[config.mk]
export PLATFORM = sky130hd
export DESIGN_NAME = pc_sequencer
export DESIGN_NICKNAME = d
export VERILOG_FILES = /design/src/rtl/pc_pkg.sv /design/src/rtl/irq_sync_edge.sv /design/src/rtl/pc_sequencer.sv
export SDC_FILE = /design/constraint.sdc
export NUM_CORES = 1
export LEC_CHECK = 0
export BUFFER_PORTS_ARGS = -buffer_cell sky130_fd_sc_hd__clkbuf_2
export CORE_ASPECT_RATIO = 1.75
export CORE_MARGIN = 2
export CORE_UTILIZATION = 50
export CTS_CLUSTER_DIAMETER = 30
export DETAILED_ROUTE_END_ITERATION = 10
export PLACE_DENSITY = 0.85
export REMOVE_ABC_BUFFERS = 1
export SLEW_MARGIN = 20
export SYNTH_ARGS = -nofsm -noshare
export SYNTH_HDL_FRONTEND = slang
export SYNTH_SLANG_ARGS = --single-unit
[constraint.sdc]
create_clock -name clk -period 8.8 [get_ports clk]
set_input_delay 1.76 -clock clk [delete_from_list [all_inputs] [get_ports clk]]
set_output_delay 1.76 -clock clk [all_outputs]
set_load 0.1 [all_outputs]
[src/rtl/pc_pkg.sv]
// Shared PC-source encodings and default vector addresses for the PC sequencer.
package pc_pkg;

    localparam logic [2:0] PCSRC_SEQ = 3'b000;
    localparam logic [2:0] PCSRC_BR  = 3'b001;
    localparam logic [2:0] PCSRC_J   = 3'b010;
    localparam logic [2:0] PCSRC_JR  = 3'b011;
    localparam logic [2:0] PCSRC_IRQ = 3'b100;
    localparam logic [2:0] PCSRC_EXC = 3'b101;

    localparam logic [31:0] DEF_RESET_VECTOR = 32'h8000_0000;
    localparam logic [31:0] DEF_IRQ_VECTOR   = 32'h8000_0004;
    localparam logic [31:0] DEF_EXC_VECTOR   = 32'h8000_0008;

    localparam int unsigned DEF_IRQ_SYNC_STAGES = 2;

endpackage

[src/rtl/irq_sync_edge.sv]
// Synchroniser for an asynchronous level input followed by a rising-edge detector.
module irq_sync_edge
    import pc_pkg::*;
#(
    parameter int unsigned STAGES = DEF_IRQ_SYNC_STAGES
) (
    input  logic clk,
    input  logic reset,
    input  logic async_in,
    output logic rise_pulse
);

    // chain_q[STAGES-1] is the synchronised level; chain_q[STAGES] is its previous value.
    logic [STAGES:0] chain_q, chain_d;

    always_comb begin
        chain_d = {chain_q[STAGES-1:0], async_in};
    end

    always_ff @(posedge clk) begin
        if (reset) begin
            chain_q <= '0;
        end else begin
            chain_q <= chain_d;
        end
    end

    assign rise_pulse = chain_q[STAGES-1] & ~chain_q[STAGES];

endmodule

[src/rtl/pc_sequencer.sv]
// Program-counter stage: PC register, next-PC selection, interrupt pending latch and
// misaligned-JR exception pulse.
module pc_sequencer
    import pc_pkg::*;
#(
    parameter logic [31:0] RESET_VECTOR    = DEF_RESET_VECTOR,
    parameter logic [31:0] IRQ_VECTOR      = DEF_IRQ_VECTOR,
    parameter logic [31:0] EXC_VECTOR      = DEF_EXC_VECTOR,
    parameter int unsigned IRQ_SYNC_STAGES = DEF_IRQ_SYNC_STAGES
) (
    input  logic        clk,
    input  logic        reset,
    input  logic        stall,
    input  logic [2:0]  pc_src,
    input  logic        alu_out0,
    input  logic [15:0] imm16,
    input  logic [25:0] jtarget,
    input  logic [31:0] rs_data,
    input  logic        irq_raw,
    output logic [31:0] pc,
    output logic [31:0] pc_plus4,
    output logic [31:0] link_addr,
    output logic        irq_req,
    output logic        kernel,
    output logic        exc_misalign
);

    logic [31:0] pc_q, pc_d;
    logic        pending_q, pending_d;
    logic        misalign_q, misalign_d;
    logic        irq_rise;
    logic [31:0] br_target;
    logic [31:0] target;
    logic        keep_k;

    irq_sync_edge #(
        .STAGES (IRQ_SYNC_STAGES)
    ) u_irq_sync_edge (
        .clk        (clk),
        .reset      (reset),
        .async_in   (irq_raw),
        .rise_pulse (irq_rise)
    );

    assign pc_plus4  = pc_q + 32'd4;
    assign br_target = pc_plus4 + {{14{imm16[15]}}, imm16, 2'b00};

    always_comb begin
        target     = pc_q;
        keep_k     = 1'b1;
        misalign_d = 1'b0;
        unique case (pc_src)
            PCSRC_SEQ: target = pc_plus4;
            PCSRC_BR:  target = alu_out0 ? br_target : pc_plus4;
            PCSRC_J:   target = {pc_plus4[31:28], jtarget, 2'b00};
            PCSRC_JR: begin
                keep_k = 1'b0;
                if (rs_data[1:0] == 2'b00) begin
                    // A user-mode JR can never enter kernel space.
                    target = {pc_q[31] & rs_data[31], rs_data[30:0]};
                end else begin
                    target     = EXC_VECTOR;
                    misalign_d = 1'b1;
                end
            end
            PCSRC_IRQ: begin
                keep_k = 1'b0;
                target = IRQ_VECTOR;
            end
            default: begin
                keep_k = 1'b0;
                target = EXC_VECTOR;
            end
        endcase

        // Sequential/branch/J paths preserve the kernel bit; only JR and vectors change it.
        pc_d = {keep_k ? pc_q[31] : target[31], target[30:0]};

        if (stall) begin
            pc_d       = pc_q;
            misalign_d = 1'b0;
        end

        // A fresh edge in the acknowledge cycle takes priority over the clear.
        pending_d = irq_rise | (pending_q & ~((pc_src == PCSRC_IRQ) & ~stall));
    end

    always_ff @(posedge clk) begin
        if (reset) begin
            pc_q       <= RESET_VECTOR;
            pending_q  <= 1'b0;
            misalign_q <= 1'b0;
        end else begin
            pc_q       <= pc_d;
            pending_q  <= pending_d;
            misalign_q <= misalign_d;
        end
    end

    assign pc           = pc_q;
    assign kernel       = pc_q[31];
    assign irq_req      = pending_q & ~pc_q[31];
    assign exc_misalign = misalign_q;
    assign link_addr    = (pc_src == PCSRC_IRQ) ? pc_q : pc_plus4;

endmodule

==> results of run 1 <==
worst max-delay path: cells and delay by family:
family	cells	cell delay, ps
and+or+nand+nor	5	1110
xor gates and xnor gates	1	150
buffers and inverters	3	930
routing by layer:
layer,vias up,track usage
li1,2746,-
met1,2700,0.360
met2,333,0.577
met3,86,0.0380
met4,0,0.224
met5,-,0
where the power goes:
part	leakage [nW]	internal [mW]	switching [mW]
Sequential	0.300	0.171	0.00789
Combinational	2.37	0.0601	0.153
Clock	0.0800	0.135	0.0871
Total	2.75	0.366	0.248
cell usage in the layout (no fill, tap or decap), types with 8 or more instances in the layout:
cell        n
o21ai_0    22
xor2_1     36
xnor2_1    40
a21oi_1    61
and2_1      8
a21o_1     13
a222oi_1   14
ha_1       35
nor2_1     67
nand2_1    55
nand3_1    22
inv_1      16
clkbuf_2  180
nor3_1     21
nand2b_1    9
dfxtp_1    37
a221oi_1   10
nand4_1    16
layout make-up:
cell class / count / area [um2] / area share
clock buffers: 5 / 125 / 0.0213
clock inverters: 3 / 46.3 / 0.00786
inverters: 16 / 60.1 / 0.0102
multi-input cells: 559 / 3800 / 0.646
flip-flops and latches: 37 / 741 / 0.126
well taps: 125 / 156 / 0.0266
repair buffers: 187 / 953 / 0.162
cell families after synthesis:
| group | after synthesis | synth area share |
|---|---|---|
| simple gates | 248 | 0.256 |
| compound gates | 196 | 0.278 |
| xor+xnor | 77 | 0.138 |
| buf+inv | 70 | 0.0822 |
| flops | 37 | 0.150 |
| fa+ha+maj | 36 | 0.0926 |
| mux | 2 | 0.00405 |
state kept, by name, summed over array words and instances (netlist names):
| register | count |
|---|---|
| pc | 32 |
| u_irq_sync_edge.chain_q | 3 |
| exc_misalign | 1 |
| pending_q | 1 |
worst min path at each step:
| stage | endpoint | startpoint | slack [ps] |
|---|---|---|---|
| after CTS | u_irq_sync_edge.chain_q[1] | u_irq_sync_edge.chain_q[0] | 450 |
| after global placement | u_irq_sync_edge.chain_q[1] | u_irq_sync_edge.chain_q[0] | 430 |
| after detailed placement | u_irq_sync_edge.chain_q[1] | u_irq_sync_edge.chain_q[0] | 430 |
| after floorplan | u_irq_sync_edge.chain_q[1] | u_irq_sync_edge.chain_q[0] | 410 |
| after global routing | u_irq_sync_edge.chain_q[1] | u_irq_sync_edge.chain_q[0] | 460 |
| final | u_irq_sync_edge.chain_q[1] | u_irq_sync_edge.chain_q[0] | 440 |
==> flow_summary.json, run 1 <==
{
  "gp_congestion": 0.999,
  "row_count": 48,
  "port_buffers": 180,
  "setup_tns_ps": 0,
  "drc": 0,
  "insertion_delay_ps": 300,
  "p_leak_nw": 2.75,
  "cpMaxStageDelayCell": "clkbuf_2",
  "crit_chain": "clkbuf_2 -> nand2b_1 -> nor2_1 -> buf_4 -> nor3_1 -> nand3_1 -> nor2_1 -> xor2_1 -> clkbuf_2",
  "yosysMostFrequentCell": "nor2_1",
  "skew_ps": 7.37,
  "ctsHtreeMaxLevel": 2,
  "r2r-end": "pc[23]",
  "synthArstFlopShare": 0,
  "end_kind": "output pin",
  "worst_slack_ps": 3090,
  "hold_slack_ps": 444,
  "numCtsBuffers": 5,
  "die_y_um": 136,
  "wl_per_cell_um": 19.4,
  "startpoint_type": "input pin",
  "crit_arrival_ps": 3950,
  "r2r_slack_ps": 4660,
  "grt_pass1_vias": 5592,
  "finalNonFillerCells": 932,
  "synth.area.top_cells": "dfxtp_1, ha_1, xnor2_1",
  "met2_length_mm": 9.14,
  "finalHoldViolCount": 0,
  "dr.pass1.iters": 7,
  "crit_path_end": "link_addr[30]",
  "final_core_util": 0.605,
  "dieArea_um2": 10700,
  "overflow": 0,
  "grt_usage": 0.328,
  "min_period_ps": 5710,
  "placed_cell_area_um2": 5720,
  "post_cts_buffers": 0,
  "routed_wl_mm": 18.1,
  "cts.sinks": 37,
  "netlist_area_um2": 4950,
  "worstRegToRegCells": 13,
  "synth.top_cell.area_share": 0.150,
  "drive_gt1_frac": 0.271,
  "syn_inst": 666,
  "synthFlopType": "dfxtp_1",
  "maxSlewViolCount": 0,
  "top_layer": "met4",
  "path_class": "in -> out",
  "cts-resized-gates": 0,
  "antenna_found_initial": 0,
  "ios": 181,
  "core_um2": 9730,
  "area_growth_pct": 19.0,
  "ant_nets": 0,
  "synthTopCellsByCount": "nor2_1, a21oi_1, nand2_1",
  "required_ps": 7040,
  "whs_path_depth": 1,
  "cts_tree": "built",
  "syn-mean-instance-area_um2": 7.43,
  "fin_crit_sh": 0.649,
  "drt-initial-drc-count": 446,
  "vias": 5865,
  "r2r-start": "pc[2]",
  "fin_area_um2": 5890,
  "hp-class": "reg -> reg",
  "crit_start": "pc_src[1]",
  "n_antenna_cell": 0,
  "cts_root_buf": "clkbuf_16",
  "grt_start_max_net_pins": 50,
  "wl_met3_mm": 1.32,
  "die_w_um": 79.2,
  "m1WireLength_mm": 6.43,
  "vias_per_cell": 6.29,
  "max_slew_margin": 0.363,
  "hpwl_mm": 13.7,
  "fin_nets": 924,
  "ys_seq_area_frac": 0.150,
  "clkTransAtPathRegs_ps": 70,
  "dp_cells": 924,
  "setup_viol": 0,
  "status": "finished clean",
  "initial_core_util": 0.508,
  "ys_seq_elements": 37,
  "synth_top_area_cell": "dfxtp_1",
  "p_per_area_nw_per_um2": 104,
  "rsz0062_at_grt": "no",
  "grt_pass1_wl_mm": 27.8,
  "cts_hold_buf": 0,
  "max-cap-violations": 0,
  "synth_cell_types": 72,
  "fillers": 986,
  "cp_max_fo": 13,
  "tightest_slew_ps": 956,
  "synth_edf_count": 0,
  "clockBufferDepth": 2,
  "max_stage_delay_ps": 470,
  "finalPower_mw": 0.614,
  "pre_cts_ws_ps": 3120,
  "yosysWarningCount": 0,
  "fmax_mhz": 175,
  "ir_drop_v": 0.0000709
}
Power figures use the tool's default switching activity.
==> run 2, diff against run 1 <==
==> constraint.sdc (replaced) <==
create_clock -name clk -period 5.6 [get_ports clk]
set_input_delay 1.12 -clock clk [delete_from_list [all_inputs] [get_ports clk]]
set_output_delay 1.12 -clock clk [all_outputs]
set_load 0.1 [all_outputs]
==> run 2 against run 1 <==
Via count fell by 0.22%. Clock skew fell by 2.2 ps. Die area did not move. Critical path type unchanged. Largest cell class unchanged.
==> flow_summary.json, run 2 (same netlist as run 1, synthesis figures left out) <==
{
  "status": "finished clean",
  "routed_wl_mm": 17.8,
  "ios": 181,
  "maxSlewViolCount": 0,
  "fillers": 951,
  "cts_root_buf": "clkbuf_16",
  "tightest_slew_ps": 975,
  "vias": 5852,
  "multiInputGateArea_um2": 3800,
  "numCtsBuffers": 5,
  "setup_tns_ps": 0,
  "most-common-layout-cells": "clkbuf_2, nor2_1, a21oi_1",
  "rsz0062_at_grt": "no",
  "hold_slack_ps": 453,
  "final_common_cell": "clkbuf_2",
  "fin_nets": 924,
  "port_buffers": 180,
  "fmax_mhz": 231,
  "worstHoldStart": "u_irq_sync_edge.chain_q[0]",
  "grt_start_max_net_pins": 39,
  "ant_nets": 0,
  "area_growth_pct": 19.1,
  "cts-resized-gates": 0,
  "die_y_um": 136,
  "path_class": "in -> out",
  "skew_ps": 5.12,
  "max-cap-violations": 0,
  "post_cts_buffers": 0,
  "hp-class": "reg -> reg",
  "vias_per_cell": 6.28,
  "die_w_um": 79.2,
  "worstRegToRegCells": 14,
  "n_antenna_cell": 0,
  "grt_usage": 0.321,
  "ir_drop_v": 0.000126,
  "wl_per_cell_um": 19.1,
  "cp_max_fo": 14,
  "hpwl_mm": 13.5,
  "dr.pass1.iters": 5,
  "finalNonFillerCells": 932,
  "min_to": "u_irq_sync_edge.chain_q[1]",
  "r2r-start": "pc[2]",
  "drt-initial-drc-count": 534,
  "overflow": 0,
  "largest_reg_flops": 32,
  "crit_arrival_ps": 3200,
  "drc": 0,
  "cts_hold_buf": 0,
  "fin_crit_sh": 0.772,
  "p_leak_nw": 2.75,
  "cts_tree": "built",
  "clockBufferDepth": 2,
  "final_core_util": 0.605,
  "cts.sinks": 37,
  "dieArea_um2": 10700,
  "ctsHtreeMaxLevel": 2,
  "end_kind": "output pin",
  "r2r-end": "pc[23]",
  "drive_gt1_frac": 0.271,
  "row_count": 48,
  "initial_core_util": 0.508,
  "required_ps": 4480,
  "finalHoldViolCount": 0,
  "max_slew_margin": 0.350,
  "grt_pass1_vias": 5461,
  "core_um2": 9730,
  "grt_pass1_wl_mm": 27.2,
  "dp_cells": 923,
  "gp_congestion": 1.08,
  "clkTransAtPathRegs_ps": 60,
  "startpoint_type": "input pin",
  "whs_path_depth": 1,
  "regArea_um2": 741,
  "antenna_found_initial": 0,
  "p_per_area_nw_per_um2": 163,
  "r2r_slack_ps": 1680,
  "finalPower_mw": 0.959,
  "min_period_ps": 4320,
  "setup_viol": 0,
  "insertion_delay_ps": 290
}
-- run 2: cell counts in the layout (fill, tap and decap cells not counted) --
Identical to the previous run, type by type.
-- run 2: worst max-delay path, stage by stage --
cell and delay [ps]:
clkbuf_2 240, nand2b_1 190, nor2_1 50, buf_4 200, nor3_1 370, nand3_1 220
nor2_1 180, xor2_1 150, clkbuf_2 470
-- run 2: layout make-up --
class | count | share of cell area
Multi-Input combinational cell | 559 | 0.646
Tap cell | 125 | 0.0266
Timing Repair Buffer | 187 | 0.162
Clock inverter | 3 | 0.00786
Sequential cell | 37 | 0.126
Clock buffer | 5 | 0.0212
Inverter | 16 | 0.0102
-- run 2: worst max path at each step --
stage	from	to	slack, ps	cells past startpoint
floorplan	pc[2]	pc[30]	-140	13
global placement	pc_src[1]	link_addr[30]	1400	9
detailed placement	pc_src[1]	link_addr[30]	1330	9
CTS	pc_src[1]	link_addr[30]	1320	9
global route	pc_src[1]	link_addr[30]	1190	9
finish	pc_src[1]	link_addr[30]	1280	9
-- run 2: power breakdown --
group / switching [mW] / internal, mW
logic: 0.241 / 0.0949
clock network: 0.131 / 0.211
registers: 0.0121 / 0.269
-- run 2: per-stage QoR --
stage / area [um2] / worst slack [ps]
2_1_floorplan: 4600 / -137
3_3_place_gp: 5710 / 1400
3_5_place_dp: 5710 / 1330
4_1_cts: 5880 / 1320
5_1_grt: 5890 / 1190
6_report: 5890 / 1280
-- run 2: metal layers --
metal	vias up	track usage	wire length (um)
li1	2739	-	-
met1	2715	0.363	6440
met2	312	0.556	9030
met3	86	0.0333	1130
met4	0	0.219	1220
met5	-	0	0
==> run 3, diff against run 2 <==
--- a/config.mk
+++ b/config.mk
@@ -5,13 +5,14 @@
 export SDC_FILE = /design/constraint.sdc
 export NUM_CORES = 1
 export LEC_CHECK = 0
+export ABC_AREA = 1
 export BUFFER_PORTS_ARGS = -buffer_cell sky130_fd_sc_hd__clkbuf_2
 export CORE_ASPECT_RATIO = 1.75
 export CORE_MARGIN = 2
-export CORE_UTILIZATION = 50
+export CORE_UTILIZATION = 49
 export CTS_CLUSTER_DIAMETER = 30
 export DETAILED_ROUTE_END_ITERATION = 10
-export PLACE_DENSITY = 0.85
+export PLACE_DENSITY = 0.83
 export REMOVE_ABC_BUFFERS = 1
 export SLEW_MARGIN = 20
 export SYNTH_ARGS = -nofsm -noshare
==> constraint.sdc (replaced) <==
create_clock -name clk -period 3.7 [get_ports clk]
set_input_delay 0.74 -clock clk [delete_from_list [all_inputs] [get_ports clk]]
set_output_delay 0.74 -clock clk [all_outputs]
set_load 0.1 [all_outputs]
==> run 3 against run 2 <==
Largest cell class unchanged. Total power grew 93%. Core utilization is 0.19 points higher. First-iteration DRC count up 8.6%. Count of clock-buffer cells in the layout unchanged. Via count is 37% higher. Global-route usage rose by 2.3 points.
==> flow_summary.json, run 3 <==
{
  "crit_path_end": "pc[22]",
  "pre_cts_ws_ps": 211,
  "routed_wl_mm": 23.1,
  "end_kind": "register",
  "synth_cell_types": 45,
  "synth.top_cell.area_share": 0.266,
  "overflow": 0,
  "vias_per_cell": 5.29,
  "hp-class": "reg -> reg",
  "drc": 0,
  "grt_start_max_net_pins": 37,
  "synthTopCellsByCount": "nand2_1, inv_1, nor2_1",
  "die_y_um": 152,
  "skew_ps": 7.61,
  "p_leak_nw": 4.40,
  "finalPower_mw": 1.85,
  "startpoint_type": "register",
  "status": "finished clean",
  "drt-initial-drc-count": 580,
  "fin_area_um2": 7510,
  "insertion_delay_ps": 290,
  "ir_drop_v": 0.000338,
  "yosysWarningCount": 0,
  "row_count": 54,
  "min_period_ps": 3420,
  "synthFlopType": "dfxtp_1",
  "grt_pass1_vias": 7659,
  "worst_slack_ps": 276,
  "clkTransAtPathRegs_ps": 60,
  "cts-resized-gates": 0,
  "most-common-layout-cells": "nand2_1, inv_1, clkbuf_2",
  "r2r-start": "pc[3]",
  "p_per_area_nw_per_um2": 247,
  "synth_top_area_cell": "nand2_1",
  "dr.pass1.iters": 6,
  "fin_nets": 1470,
  "core_um2": 12400,
  "ys_seq_area_frac": 0.120,
  "setup_viol": 0,
  "worstRegToRegCells": 19,
  "dieArea_um2": 13500,
  "r2r-end": "pc[22]",
  "netlist_area_um2": 6150,
  "ctsHtreeMaxLevel": 2,
  "ios": 181,
  "max_slew_margin": 0.429,
  "synthArstFlopShare": 0,
  "antenna_found_initial": 0,
  "cts_hold_buf": 0,
  "clockBufferDepth": 2,
  "fillers": 1284,
  "max-cap-violations": 0,
  "crit_arrival_ps": 3560,
  "ys_seq_elements": 37,
  "fmax_mhz": 292,
  "finalHoldViolCount": 0,
  "hpwl_mm": 18.9,
  "syn_inst": 1182,
  "drive_gt1_frac": 0.197,
  "cp_max_fo": 6,
  "syn-mean-instance-area_um2": 5.21,
  "tightest_slew_ps": 857,
  "synth.area.top_cells": "nand2_1, dfxtp_1, inv_1",
  "area_growth_pct": 22.0,
  "final_common_cell": "nand2_1",
  "vias": 8039,
  "final_core_util": 0.607,
  "port_buffers": 180,
  "cts.sinks": 37,
  "initial_core_util": 0.498,
  "placed_cell_area_um2": 7310,
  "gp_congestion": 1.01,
  "yosysMostFrequentCell": "nand2_1",
  "cts_tree": "built",
  "crit_start": "pc[3]",
  "maxSlewViolCount": 0,
  "grt_usage": 0.344,
  "whs_path_depth": 2,
  "synth_edf_count": 0,
  "rsz0062_at_grt": "no",
  "r2r_slack_ps": 280,
  "grt_pass1_wl_mm": 36.5,
  "wl_per_cell_um": 15.2,
  "ant_nets": 0,
  "largest_reg_flops": 32,
  "fin_crit_sh": 0.925,
  "die_w_um": 88.7,
  "post_cts_buffers": 0,
  "setup_tns_ps": 0,
  "n_antenna_cell": 0,
  "required_ps": 3830,
  "numCtsBuffers": 5,
  "path_class": "reg -> reg",
  "cts_root_buf": "clkbuf_16"
}
==> run 3: cell types whose count changed in the layout (fill, tap and decap cells not counted), moves of 18 or more <==
cell / delta
a21oi_1: +26
buf_4: +38
clkbuf_2: -23
inv_1: +181
nand2_1: +380
nand3_1: +62
nor2_1: +48
nor3_1: -18
xnor2_1: -36
xor2_1: -28
==> run 3: routing by layer <==
layer	vias to the layer above	wire length (um)	global-route usage	share of wire
met5	-	0	0	0
met4	0	1630	0.214	0.071
met3	100	1550	0.0303	0.067
met2	381	11500	0.590	0.50
met1	3546	8370	0.395	0.36
li1	4012	-	-	-
==> run 3: worst min-delay path by stage <==
| stage | from | endpoint | slack, ps |
|---|---|---|---|
| final | u_irq_sync_edge.chain_q[0] | u_irq_sync_edge.chain_q[1] | 420 |
| after global routing | u_irq_sync_edge.chain_q[0] | u_irq_sync_edge.chain_q[1] | 440 |
| after CTS | u_irq_sync_edge.chain_q[0] | u_irq_sync_edge.chain_q[1] | 420 |
| after detailed placement | u_irq_sync_edge.chain_q[0] | u_irq_sync_edge.chain_q[1] | 410 |
| after global placement | u_irq_sync_edge.chain_q[0] | u_irq_sync_edge.chain_q[1] | 400 |
| after floorplan | u_irq_sync_edge.chain_q[0] | u_irq_sync_edge.chain_q[1] | 390 |
==> run 3: layout make-up <==
| class | instances | area [um2] | share of cell area |
|---|---|---|---|
| flip-flops and latches | 37 | 742 | 0.0988 |
| clock buffers | 5 | 125 | 0.0167 |
| multi-input cells | 901 | 4460 | 0.594 |
| repair buffers | 202 | 1140 | 0.151 |
| well taps | 168 | 210 | 0.0280 |
| clock inverters | 3 | 65.1 | 0.00866 |
| inverters | 205 | 769 | 0.102 |
==> run 3: cells by family after synthesis <==
| group | count (synthesis) | share of synthesized area |
|---|---|---|
| AND/OR/NAND/NOR | 700 | 0.489 |
| AO/OA/AOI/OAI | 151 | 0.137 |
| flip-flops | 37 | 0.120 |
| adder cells (fa/ha/maj) | 36 | 0.0744 |
| buffers and inverters | 244 | 0.156 |
| XOR/XNOR | 14 | 0.0224 |
==> run 3: power breakdown <==
part           switching [mW]  leakage (nW)  internal, mW
Clock                   0.179        0.0938         0.385
Combinational           0.658          4.00         0.198
Sequential             0.0216         0.301         0.412
Total                   0.859          4.40         0.996
==> run 3: per-stage QoR <==
stage	hold WS, ps	cells
after global routing	439	1521
after CTS	421	1521
after floorplan	388	1143
final	424	1521
after detailed placement	411	1513
after global placement	396	1513
==> run 3: worst max-delay path, stage by stage (launching register included) <==
cell	delay, ps
dfxtp_2	420
ha_1	210
nand2_2	80
nor2_4	220
nand2_1	190
xor2_1	240
inv_1	130
ha_1	370
nand2_1	120
nor2_1	300
and2_1	180
nand2_1	50
nand3_1	220
nand2_1	110
nand3_1	90
nand3_1	90
nand2_1	80
nand2_1	50
nand2_1	60
a21oi_1	60
